### src/rtl/if_decode.sv
// Instruction fetch/decode front end: pulls a 32-bit instruction byte-by-byte
// from the shared memory port, decodes it and offers it to the instruction queue.
module if_decode #(
  parameter logic [31:0] RESET_PC = 32'h0
) (
  input  logic        clk_in,
  input  logic        rst_in,
  input  logic        rdy_in,
  input  logic        mem_gnt,
  output logic        mem_req,
  output logic [31:0] mem_a,
  input  logic [7:0]  mem_din,
  input  logic        flush,
  input  logic [31:0] flush_pc,
  input  logic        rob_full,
  output logic        have_input,
  output logic [31:0] instr_input,
  output logic [31:0] pc_out,
  output logic [16:0] opcode_if,
  output logic [4:0]  rd_if,
  output logic [4:0]  rs1_if,
  output logic [4:0]  rs2_if,
  output logic [31:0] imm_if
);

  typedef enum logic {FETCH, ISSUE} state_t;

  state_t      state, state_nxt;
  logic [31:0] pc;
  logic [2:0]  req_cnt, rcv_cnt;
  logic        pend;
  logic [7:0]  b0, b1, b2;
  logic [31:0] word;
  logic [4:0]  rd_d, rs1_d, rs2_d;
  logic [31:0] imm_d;

  assign mem_a = pc + {29'b0, req_cnt};
  assign word  = {mem_din, b2, b1, b0};

  // Reset and flush suppress both the request and the issue in the same cycle.
  always_comb begin
    state_nxt  = state;
    mem_req    = 1'b0;
    have_input = 1'b0;
    if (rst_in || flush) begin
      state_nxt = FETCH;
    end else begin
      case (state)
        FETCH: begin
          mem_req = rdy_in & mem_gnt & (req_cnt < 3'd4);
          if (pend && rcv_cnt == 3'd3) state_nxt = ISSUE;
        end
        ISSUE: begin
          have_input = rdy_in & ~rob_full;
          if (have_input) state_nxt = FETCH;
        end
        default: state_nxt = FETCH;
      endcase
    end
  end

  always_comb begin
    rd_d  = word[11:7];
    rs1_d = word[19:15];
    rs2_d = 5'd0;
    imm_d = 32'd0;
    case (word[6:0])
      7'b0110011: rs2_d = word[24:20];
      7'b0000011, 7'b1100111: imm_d = {{20{word[31]}}, word[31:20]};
      7'b0010011: begin
        if (word[14:12] == 3'b001 || word[14:12] == 3'b101)
          imm_d = {27'd0, word[24:20]};
        else
          imm_d = {{20{word[31]}}, word[31:20]};
      end
      7'b0100011: begin
        rd_d  = 5'd0;
        rs2_d = word[24:20];
        imm_d = {{20{word[31]}}, word[31:25], word[11:7]};
      end
      7'b1100011: begin
        rd_d  = 5'd0;
        rs2_d = word[24:20];
        imm_d = {{19{word[31]}}, word[31], word[7], word[30:25], word[11:8], 1'b0};
      end
      7'b0110111, 7'b0010111: begin
        rs1_d = 5'd0;
        imm_d = {word[31:12], 12'd0};
      end
      7'b1101111: begin
        rs1_d = 5'd0;
        imm_d = {{11{word[31]}}, word[31], word[19:12], word[20], word[30:21], 1'b0};
      end
      default: rs2_d = word[24:20];
    endcase
  end

  // Byte capture follows an outstanding request even while rdy_in is low.
  always_ff @(posedge clk_in) begin
    if (rst_in) begin
      state       <= FETCH;
      pc          <= RESET_PC;
      req_cnt     <= 3'd0;
      rcv_cnt     <= 3'd0;
      pend        <= 1'b0;
      b0          <= 8'd0;
      b1          <= 8'd0;
      b2          <= 8'd0;
      instr_input <= 32'd0;
      pc_out      <= 32'd0;
      opcode_if   <= 17'd0;
      rd_if       <= 5'd0;
      rs1_if      <= 5'd0;
      rs2_if      <= 5'd0;
      imm_if      <= 32'd0;
    end else if (flush) begin
      state   <= FETCH;
      pc      <= flush_pc;
      req_cnt <= 3'd0;
      rcv_cnt <= 3'd0;
      pend    <= 1'b0;
    end else begin
      state <= state_nxt;
      pend  <= mem_req;
      if (mem_req) req_cnt <= req_cnt + 3'd1;
      if (pend) begin
        rcv_cnt <= rcv_cnt + 3'd1;
        case (rcv_cnt)
          3'd0: b0 <= mem_din;
          3'd1: b1 <= mem_din;
          3'd2: b2 <= mem_din;
          default: begin
            instr_input <= word;
            pc_out      <= pc;
            opcode_if   <= {word[31:25], word[14:12], word[6:0]};
            rd_if       <= rd_d;
            rs1_if      <= rs1_d;
            rs2_if      <= rs2_d;
            imm_if      <= imm_d;
          end
        endcase
      end
      if (have_input) begin
        pc      <= pc + 32'd4;
        req_cnt <= 3'd0;
        rcv_cnt <= 3'd0;
      end
    end
  end

endmodule

### config.mk
export PLATFORM = sky130hd
export DESIGN_NAME = if_decode
export DESIGN_NICKNAME = d
export VERILOG_FILES = /design/src/rtl/if_decode.sv
export SDC_FILE = /design/constraint.sdc
export NUM_CORES = 1
export LEC_CHECK = 0
export CORE_ASPECT_RATIO = 0.9
export CORE_MARGIN = 3
export CORE_UTILIZATION = 50
export CTS_BUF_LIST = sky130_fd_sc_hd__clkbuf_8
export CTS_CLUSTER_SIZE = 10
export DETAILED_ROUTE_END_ITERATION = 12
export GPL_ROUTABILITY_DRIVEN = 0
export GPL_TIMING_DRIVEN = 1
export HOLD_SLACK_MARGIN = 0.06
export PLACE_DENSITY = 0.83
export SLEW_MARGIN = 30
export SYNTH_ARGS = -nofsm -noshare
export SYNTH_HDL_FRONTEND = slang
export SYNTH_SLANG_ARGS = --single-unit
### constraint.sdc
create_clock -name clk_in -period 4 [get_ports clk_in]
set_input_delay 0.4 -clock clk_in [delete_from_list [all_inputs] [get_ports clk_in]]
set_output_delay 0.4 -clock clk_in [all_outputs]
set_load 0.05 [all_outputs]
# --- Yosys cells after proc, flatten, opt, wreduce, memory -nomap -nowiden ---
# Index checks and enable logic that the tools add are counted.
word_totals:
  reg_bits: 192
  elab_cells: 72
op_classes:
  add_sub_neg: 4
  order_cmp: 1
  n_eq_ne: 13
  n_mux: 14
  n_bitwise: 7
  n_reduce_logical: 18
op_table:
  columns: ["op", "n"]
  rows:
  - ["case mux 32 bit (6 select lines)", 1]
  - ["2-to-1 mux 32 bit", 3]
  - ["adder 32 x 3 -> 32 bit", 1]
  - ["adder 32 x 3 -> 32 bit, second input constant", 1]
  - ["equality test 7 bit, second input constant", 3]
  - ["2-to-1 mux 5 bit", 3]
  - ["equality test 7 x 5 -> 1 bit, second input constant", 2]
  - ["equality test 7 x 6 -> 1 bit, second input constant", 2]
  - ["AND reduction 3 bit", 4]
  - ["OR reduction 3 bit", 4]
  - ["OR reduction 2 bit", 4]
  - ["equality test 7 x 2 -> 1 bit, second input constant", 1]
  - ["adder 3 x 1 -> 3 bit, second input constant", 2]
  - ["equality test 3 x 1 -> 1 bit, second input constant", 2]
  - ["equality test 3 x 2 -> 1 bit, second input constant", 2]
  - ["2-to-1 mux 1 bit", 6]
  - ["OR reduction 6 bit", 1]
  - ["inverter 1 bit", 4]
  - ["AND 1 bit", 3]
  - ["equality test 3 bit, second input constant", 1]
  - ["zero test 3 bit", 1]
  - ["less-than comparator 3 bit, second input constant", 1]
  - ["logical OR 1 bit", 2]
  - ["case mux 1 bit (2 select lines)", 1]
  - ["2 further kinds", 2]

# --- Depth between registers and ports, before layout ---
# Gate-level depths: netlist of run 1.
depth:
  word_depth: 6
  depth_mapped: 9

# --- Worst setup path after synthesis of run 1 ---
# No wires, ideal clock.
synth_timing:
  path_kind: "register -> output"
  startpoint: "register pc[12]"
  endpoint: "output mem_a[19]"
  arrival_ns: 2.527
  t_required_ns: 3.600
  slack_ns: 1.073
  path_stages_with_launch: 8
  path_cell_list: "dfxtp_1 buf_2 nand4_1 or3_1 buf_2 nor3_2 or3b_1 xnor2_1"
synth_between:
  elab_chain_len: 1
synth_rtl:
  columns: ["element", "line_no", "text"]
  rows:
  - ["start: declaration", "29", "logic [31:0] pc;"]
  - ["start signal: assignment", "118", "pc <= flush_pc;"]
  - ["start signal: assignment", "144", "pc <= pc + 32'd4;"]
  - ["adder 32 x 3 -> 32 bit", "37", "assign mem_a = pc + {29'b0, req_cnt};"]
  - ["end: declaration", "11", "output logic [31:0] mem_a,"]
# Every way passes these cells.

# --- Worst setup path after layout of run 1 ---
layout_timing:
  startpoint: "register pc[1]"
  endpoint: "output mem_a[11]"
# The elaborated chain is that of the path after synthesis.

==> flow_summary.yaml, run 1 <==
route:
  post_drt_via_cell_ratio: 5.54
  ant_nets: 0
  vias: 7342
  drt_first_pass_iters: 5
  post_drt_wl_per_cell_microns: 16.7
  wl_microns: 22100
  drt_iter0_markers: 608
  route.detailed.drc: 0
timing:
  fin_crit_sh: 0.927
  relSlewSlack: 0.454
  timing.fmax_mhz: 270
  whs_ns: 0.452
  drv_slew: 0
  skew_ns: 0.00866
  setup_viol: 0
  hold_viol_final: 0
  layout_setup_ws_ns: 0.291
  period_needed_ns: 3.71
  max_slew.worst_pin.slew_ns: 0.812
  tns_ns: 0
  rsz0062_at_grt: "false"
logic_synthesis:
  ys_ff_latch: 175
  ys.flop_type: "dfxtp_1"
  syn_area_per_cell_sq_um: 7.94
  syn-instance-count: 981
  yosysSeqAreaShare: 0.450
  synthesis.nets: 1038
  synthArstFlopShare: 0
  synth_edf_count: 0
  ys_types: 58
  syn_area_sq_um: 7780
  yosys_warnings: 0
die:
  core_sq_um: 15000
  rows: 42
  start_util: 0.520
  fp.dieH_microns: 124
  die_width_microns: 138
  dieArea_sq_um: 17100
  io_pins: 208
clock_tree:
  cts_buffer_depth: 2
  post_cts_buffers: 0
  cts.clk_slew.worst_paths_ns: 0.09
  clk-insertion-delay-late_ns: 0.45
  cts_buffers: 17
  cts_tree: "built"
  cts-root-buf: "clkbuf_8"
  cts_sinks: 175
  cts_hold_buffers: 0
  cts-htree-levels: 4
worst_setup_path:
  crit_type: "reg -> out"
  ff2ff_path_depth: 8
  ff2ff_setup_slack_ns: 1.49
  timing.rr.end: "rs1_if[0]$_SDFFE_PP0P_"
  r2r_start: "rcv_cnt[0]$_SDFFE_PP0P_"
  endpoint_kind: "output pin"
  cp_max_fo: 6
  cp-start-kind: "flop"
  critPathTopFamily: "buffers and inverters"
  crit_slowest_cell: "clkdlybuf4s50_1"
  path_cells: "ha_1 -> a21o_1 -> a21oi_1 -> or3_1 -> nor3_1 -> xor2_1 -> clkdlybuf4s50_1"
  critPathBufInv: 1
  crit_path_max_incr_delay_ns: 0.83
  worstPathArrival_ns: 3.31
  required_ns: 3.60
global_route:
  antenna_found_initial: 0
  grt_pass1_vias: 6736
  grt_start_max_net_pins: 74
  grt_overflow: 0
  track_usage: 0.253
  grt_pass1_wl_microns: 35000
finish:
  diodes: 0
  nNetsFinal: 1172
  fin_util: 0.675
  areaGrowthSynthToFinish_pct: 29.8
  layout-drive-gt1-share: 0.0505
placed_design:
  io_buffers: 207
  dp_worst_setup_slack_ns: 0.675
  dp_hpwl_microns: 15600
worst_hold_path:
  whs_path_depth: 2
  hp-class: "reg -> reg"
  worstHoldStart: "imm_if[14]$_SDFFE_PP0P_"
  holdPathEnd: "imm_if[14]$_SDFFE_PP0P_"
pwr:
  max-vdd-ir-drop_uv: 225
  pwr_density_cell_nw_per_um2: 329
  leakagePower_nw: 3.36
flow_run:
  maxCapViolCount: 0
run_status:
  status: "finished, final reports clean"
layout by cell type (no fill, tap or decap), types with 3 or more instances in the layout:
cell,n
and4_1,4
dfxtp_1,175
inv_6,3
clkbuf_8,18
clkinv_2,6
nand3b_1,5
a311oi_1,3
a22o_1,5
mux2i_1,7
a211oi_1,22
nand2_1,234
nor4_1,7
inv_1,9
o21ai_0,7
a21oi_1,127
a2bb2oi_1,5
dlymetal6s2s_1,3
ha_1,10
a22oi_1,6
nand3_1,17
nor4_2,4
and2_1,4
clkinvlp_4,3
nor3_1,15
nand4_1,17
a221oi_1,5
nor2_1,74
nand2b_1,3
xor2_1,23
buf_4,9
or3_1,7
o21ai_1,20
xnor2_1,32
clkdlybuf4s50_1,202
nor3b_1,3
worst reg2reg max path: stages, from the launching register on:
cell and delay (ns):
dfxtp_1 0.41, inv_1 0.09, ha_1 0.24, nor3_1 0.39, o21ba_2 0.20, buf_4 0.61, nand2_1 0.24, a2bb2oi_1 0.17
nor2_1 0.10
where the power goes:
part	switching (mW)	total, mW	leakage, nW	internal (mW)
sequential	0.0515	1.82	1.42	1.76
combinational	0.178	0.295	1.74	0.117
clock	0.641	1.21	0.195	0.570
total	0.870	3.32	3.36	2.45
synthesized netlist by cell type (all sizes together), types with 5 or more instances:
cell type    n  area [sq um]
a22o         5          43.8
clkbuf      57           214
nor3        16          85.1
nand2      235           885
a21oi      127           636
nor2        75           284
nand3b       5          37.5
a211oi      22           165
mux2i        7          70.1
or3          7          43.8
nand3       18          95.1
nand4       17           106
dfxtp      175          3500
ha          10           125
xor2        23           201
a22oi        6          45.0
inv          9          33.8
a221oi       5          43.8
and4         5          46.3
buf         42           265
a2bb2oi      5          43.8
o21ai       27           135
xnor2       32           280
nor4        11          81.3
what timing repair did:
item	in CTS	in global routing
setup endpoints to repair	0	5
resized for setup	0	4
hold endpoints to repair	0	0
worst max-delay path by stage:
stage	end	startpoint	slack, ns	cells after the start
after floorplan	mem_a[19]	pc[12]$_SDFFE_PP0N_	1.07	7
after global routing	mem_a[21]	pc[8]$_SDFFE_PP0N_	0.13	5
after detailed placement	mem_a[19]	pc[7]$_SDFFE_PP0N_	0.68	6
after CTS	mem_a[19]	pc[7]$_SDFFE_PP0N_	0.17	6
after global placement	mem_a[19]	pc[7]$_SDFFE_PP0N_	0.76	6
final	mem_a[11]	pc[1]$_SDFFE_PP0P_	0.29	7
routing by layer:
layer / global-route usage / up-vias / part of all wire
li1: - / 3575 / -
met2: 0.375 / 316 / 0.45
met4: 0.0657 / 0 / 0.017
met5: 0 / - / 0
met3: 0.0614 / 30 / 0.094
met1: 0.367 / 3421 / 0.44
state kept, by name, summed over array words and instances (netlist names), 3 cells and up:
register	count
b0	8
b1	8
b2	8
imm_if	32
instr_input	32
pc	32
pc_out	32
rcv_cnt	3
rd_if	5
req_cnt	3
rs1_if	5
rs2_if	5
cells by family (layout without fill, tap and decap cells):
logic type                 count (synthesis)  after routing  synth area share
AOI/OAI and AO/OA                        213            213             0.159
muxes                                      7              7           0.00900
buffers and inverters                    108            255            0.0659
and+or+nand+nor                          412            412             0.236
adders and majority gates                 11             11            0.0186
xor gates and xnor gates                  55             55            0.0619
DFF                                      175            175             0.450
cell type report:
cell class / instances / area [sq um]
clock inverters: 14 / 139
well taps: 198 / 248
flip-flops and latches: 175 / 3500
clock buffers: 18 / 248
repair buffers: 214 / 2130
multi-input cells: 698 / 3810
fillers: 1296 / 4870
inverters: 9 / 33.8
per-stage QoR:
step | cell area (sq um) | power [mW] | instances
4_1_cts | 10100 | 3.34 | 1326
3_3_place_gp | 9690 | 2.15 | 1294
6_report | 10100 | 3.32 | 1326
5_1_grt | 10100 | 3.44 | 1326
2_1_floorplan | 7780 | 2.03 | 981
3_5_place_dp | 9700 | 2.15 | 1294
No activity file was read; power rests on OpenSTA's default activity.
==> run 2: changes to the inputs <==
PLACE_DENSITY = 0.93   (was 0.83)
==> run 2 against run 1 <==
Sequential power is essentially flat. Clock power grew 5%. First-iteration DRC count grew 16%. Global-route usage grew 0.80 points. Sequential share of layout area is essentially flat. Sequential cell count is the same. Critical path type unchanged. Largest cell class unchanged.
==> flow_summary.yaml, run 2 (synthesized netlist as in run 1, its figures left out) <==
pwr:
  seqPwrFrac: 0.537
  max-vdd-ir-drop_uv: 213
  p_clk_frac: 0.375
  sw_frac_of_total: 0.245
  leakagePower_nw: 3.33
  switchingPower_mw: 0.829
  pwr_density_cell_nw_per_um2: 334
  pwr-share-comb: 0.088
  internal_power_mw: 2.55
global_route:
  grt_pass1_wl_microns: 36000
  antenna_found_initial: 0
  grt_start_max_net_pins: 77
  grt_overflow: 0
  grt_pass1_vias: 7051
  track_usage: 0.261
worst_hold_path:
  hp-class: "reg -> reg"
timing:
  tns_ns: 0
  period_needed_ns: 3.84
  rsz0062_at_grt: "false"
  fin_crit_sh: 0.959
  skew_ns: 0.0111
  whs_ns: 0.454
  layout_setup_ws_ns: 0.164
  max_slew.worst_pin.slew_ns: 0.893
  timing.fmax_mhz: 261
  hold_viol_final: 0
  drv_slew: 0
  setup_viol: 0
  relSlewSlack: 0.399
clock_tree:
  cts.clk_slew.worst_paths_ns: 0.08
  cts_buffers: 17
  cts_buffer_depth: 2
  cts_hold_buffers: 0
  cts_tree: "built"
  cts_resized: 0
  cts-htree-levels: 4
  cts_sinks: 175
  clk-insertion-delay-late_ns: 0.45
  post_cts_buffers: 0
  cts-root-buf: "clkbuf_8"
route:
  post_drt_via_cell_ratio: 5.72
  wl_microns: 22700
  drt_first_pass_iters: 5
  wl_met2_microns: 10300
  ant_nets: 0
  post_drt_wl_per_cell_microns: 17.1
  m1WireLength_microns: 9530
  vias: 7556
  route.detailed.drc: 0
  drt_iter0_markers: 705
  top_layer: "met4"
  met3_length_microns: 2180
run_status:
  status: "finished, final reports clean"
die:
  start_util: 0.520
  io_pins: 208
  rows: 42
  fp.dieH_microns: 124
  dieArea_sq_um: 17100
  die_width_microns: 138
  core_sq_um: 15000
finish:
  layout-drive-gt1-share: 0.0472
  diodes: 0
  areaGrowthSynthToFinish_pct: 29.9
  nNetsFinal: 1171
  layout_common_cells: "nand2_1, clkdlybuf4s50_1, dfxtp_1"
  fin_util: 0.675
  final_common_cell: "nand2_1"
flow_run:
  maxCapViolCount: 0
worst_setup_path:
  cp_max_fo: 10
  path_cells: "nand2_2 -> or3_1 -> nor3_2 -> or3b_1 -> xnor2_1 -> clkdlybuf4s50_1"
  r2r_start: "rcv_cnt[0]$_SDFFE_PP0P_"
  worstPathArrival_ns: 3.44
  ff2ff_path_depth: 8
  crit_slowest_cell: "clkdlybuf4s50_1"
  ff2ff_setup_slack_ns: 1.46
  endpoint: "mem_a[19]"
  timing.rr.end: "rs1_if[3]$_SDFFE_PP0P_"
  crit_type: "reg -> out"
  endpoint_kind: "output pin"
  cp-startpoint: "pc[8]$_SDFFE_PP0N_"
  required_ns: 3.60
  cp-start-kind: "flop"
  crit_path_max_incr_delay_ns: 0.82
placed_design:
  io_buffers: 207
  dp_hpwl_microns: 16100
  dp_worst_setup_slack_ns: 0.625
-- run 2: cell count changes in the layout (fill, tap and decap cells not counted), sizes merged, moves of 2 or more --
| cell | delta |
|---|---|
| clkinvlp | -3 |
| clkdlybuf4s50 | +3 |
| inv | -2 |
| clkinv | -2 |
| dlymetal6s2s | -3 |
| clkbuf | +3 |
-- run 2: metrics by stage --
stage / instance area, sq um / total power, mW / cells
final: 10100 / 3.38 / 1322
after global routing: 10100 / 3.48 / 1322
after CTS: 10100 / 3.39 / 1322
after detailed placement: 9690 / 2.15 / 1293
after global placement: 9680 / 2.14 / 1293
after floorplan: 7780 / 2.03 / 981
-- run 2: how the worst min path moves through the flow --
stage	end	slack [ns]	cells after the start	from
after floorplan	instr_input[14]$_SDFFE_PP0P_	0.45	2	b1[6]$_SDFFE_PP0P_
after global placement	imm_if[14]$_SDFFE_PP0P_	0.44	2	imm_if[14]$_SDFFE_PP0P_
after detailed placement	rd_if[2]$_SDFFE_PP0P_	0.44	2	rd_if[2]$_SDFFE_PP0P_
after CTS	rd_if[2]$_SDFFE_PP0P_	0.46	2	rd_if[2]$_SDFFE_PP0P_
after global routing	rd_if[2]$_SDFFE_PP0P_	0.47	2	rd_if[2]$_SDFFE_PP0P_
final	rd_if[2]$_SDFFE_PP0P_	0.45	2	rd_if[2]$_SDFFE_PP0P_
-- run 2: per-layer routing --
layer / GRT usage / vias up
met2: 0.395 / 418
li1: - / 3564
met5: 0 / -
met4: 0.102 / 0
met3: 0.0582 / 60
met1: 0.359 / 3514
-- run 2: area by class of cell --
| class | instances | area (sq um) |
|---|---|---|
| inverters | 9 | 33.8 |
| multi-input cells | 698 | 3810 |
| clock inverters | 8 | 114 |
| flip-flops and latches | 175 | 3500 |
| fillers | 1238 | 4870 |
| clock buffers | 21 | 289 |
| well taps | 198 | 248 |
| repair buffers | 213 | 2110 |
-- run 2: worst max-delay path, delay by kind of cell, from the launching register on --
kind / cells / cell delay (ns)
xor gates and xnor gates: 1 / 0.15
DFF: 1 / 0.51
buffers and inverters: 1 / 0.82
and+or+nand+nor: 4 / 1.51
-- run 2: power by group through the flow --
stage               logic, mW  registers [mW]  clock network (mW)
floorplan               0.212            1.82                   0
global placement        0.291            1.85                   0
detailed placement      0.294            1.85                   0
CTS                     0.296            1.81                1.28
global route            0.314            1.82                1.35
finish                  0.297            1.81                1.27
==> run 3: changes to the inputs <==
DONT_BUFFER_PORTS = 1   (was unset)
PLACE_DENSITY = 0.76   (was 0.93)
==> run 3 against run 2 <==
Final cell count decreased by 12%. Sequential power about the same. Register-to-register slack improved by 0.07 ns. Hold slack got worse by 0.37 ns. Global-route usage decreased by 1.3 points. Worst setup slack improved by 0.62 ns. Largest cell class unchanged.
==> flow_summary.yaml, run 3 (synthesized netlist as in run 1, its figures left out) <==
flow_run:
  maxCapViolCount: 0
route:
  post_drt_via_cell_ratio: 5.85
  drt_first_pass_iters: 6
  post_drt_wl_per_cell_microns: 18.5
  ant_nets: 0
  route.detailed.drc: 0
  vias: 6794
  wl_microns: 21500
  drt_iter0_markers: 585
finish:
  nNetsFinal: 1007
  layout-drive-gt1-share: 0.0945
  final_common_cell: "nand2_1"
  final_area_sq_um: 8520
  diodes: 0
  areaGrowthSynthToFinish_pct: 9.47
  layout_common_cells: "nand2_1, dfxtp_1, a21oi_1"
timing:
  max_slew.worst_pin.slew_ns: 0.998
  layout_setup_ws_ns: 0.780
  setup_viol: 0
  skew_ns: 0.0216
  relSlewSlack: 0.334
  fin_crit_sh: 0.805
  drv_slew: 0
  rsz0062_at_grt: "false"
  whs_ns: 0.0883
  hold_viol_final: 0
  timing.fmax_mhz: 311
  tns_ns: 0
  period_needed_ns: 3.22
run_status:
  status: "finished, final reports clean"
clock_tree:
  clk-insertion-delay-late_ns: 0.46
  cts_tree: "built"
  cts_buffer_depth: 2
  cts_buffers: 17
  cts_sinks: 175
  cts-htree-levels: 4
  cts.clk_slew.worst_paths_ns: 0.10
  cts-root-buf: "clkbuf_8"
die:
  rows: 42
  core_sq_um: 15000
  die_width_microns: 138
  fp.dieH_microns: 124
  start_util: 0.520
  dieArea_sq_um: 17100
  io_pins: 208
pwr:
  max-vdd-ir-drop_uv: 340
  leakagePower_nw: 2.83
  fin_total_pwr_mw: 3.44
  pwr_density_cell_nw_per_um2: 403
worst_setup_path:
  timing.rr.end: "rs1_if[2]$_SDFFE_PP0P_"
  worstPathArrival_ns: 2.82
  ff2ff_path_depth: 8
  crit_type: "reg -> out"
  cp-start-kind: "flop"
  ff2ff_setup_slack_ns: 1.53
  endpoint_kind: "output pin"
  required_ns: 3.60
  r2r_start: "rcv_cnt[0]$_SDFFE_PP0P_"
  cp_max_fo: 10
global_route:
  track_usage: 0.247
  grt_overflow: 0
  grt_start_max_net_pins: 141
  grt_pass1_vias: 6237
  antenna_found_initial: 0
  grt_pass1_wl_microns: 33700
placed_design:
  io_buffers: 0
  placed_cell_area_sq_um: 7870
  dp_hpwl_microns: 14400
  dp_worst_setup_slack_ns: 1.29
worst_hold_path:
  whs_path_depth: 2
  worstHoldStart: "mem_din[4]"
  holdPathEnd: "imm_if[8]$_SDFFE_PP0P_"
  hp-class: "in -> reg"
-- run 3: where the power goes --
| part | switching [mW] | internal, mW |
|---|---|---|
| Sequential | 0.0525 | 1.76 |
| Clock | 0.667 | 0.708 |
| Combinational | 0.164 | 0.0812 |
-- run 3: stage by stage --
step | util | cells
after floorplan | - | 981
after global placement | 0.522 | 1112
after detailed placement | 0.526 | 1112
after CTS | 0.567 | 1159
after global routing | 0.569 | 1161
final | 0.569 | 1161
-- run 3: worst max-delay path: stages, from the launching register on --
cell     delay, ns
dfxtp_1       0.51
nand2_2       0.18
or3_1         0.60
nor3_2        0.33
or3b_1        0.40
xnor2_1       0.14
buf_4         0.21
-- run 3: timing repair --
action / in CTS / in global routing
endpoints found under the hold margin: 141 / 2
resized for setup: 0 / 0
endpoints found under the setup margin: 0 / 0
hold buffers: 15 / 2
setup buffers: 0 / 0
-- run 3: routing by layer --
metal  wire length (microns)  track usage
met1                    9260        0.347
met2                    9440        0.351
met3                    2280       0.0925
met4                     492       0.0769
met5                       0            0
-- run 3: area by class of cell --
class	count	area, sq um
Timing Repair Buffer	49	428
Fill cell	1383	6450
Multi-Input combinational cell	698	3850
Inverter	9	33.8
Clock buffer	18	248
Sequential cell	175	3510
Clock inverter	14	203
Tap cell	198	248
-- run 3: worst max-delay path by stage --
| stage | startpoint | endpoint | slack [ns] | depth (start not counted) |
|---|---|---|---|---|
| after floorplan | pc[12]$_SDFFE_PP0N_ | mem_a[19] | 1.07 | 7 |
| after global placement | pc[8]$_SDFFE_PP0N_ | mem_a[19] | 1.37 | 6 |
| after detailed placement | pc[7]$_SDFFE_PP0N_ | mem_a[19] | 1.29 | 6 |
| after CTS | pc[8]$_SDFFE_PP0N_ | mem_a[19] | 0.77 | 6 |
| after global routing | pc[16]$_SDFFE_PP0N_ | mem_a[24] | 0.58 | 6 |
| final | pc[7]$_SDFFE_PP0N_ | mem_a[19] | 0.78 | 6 |
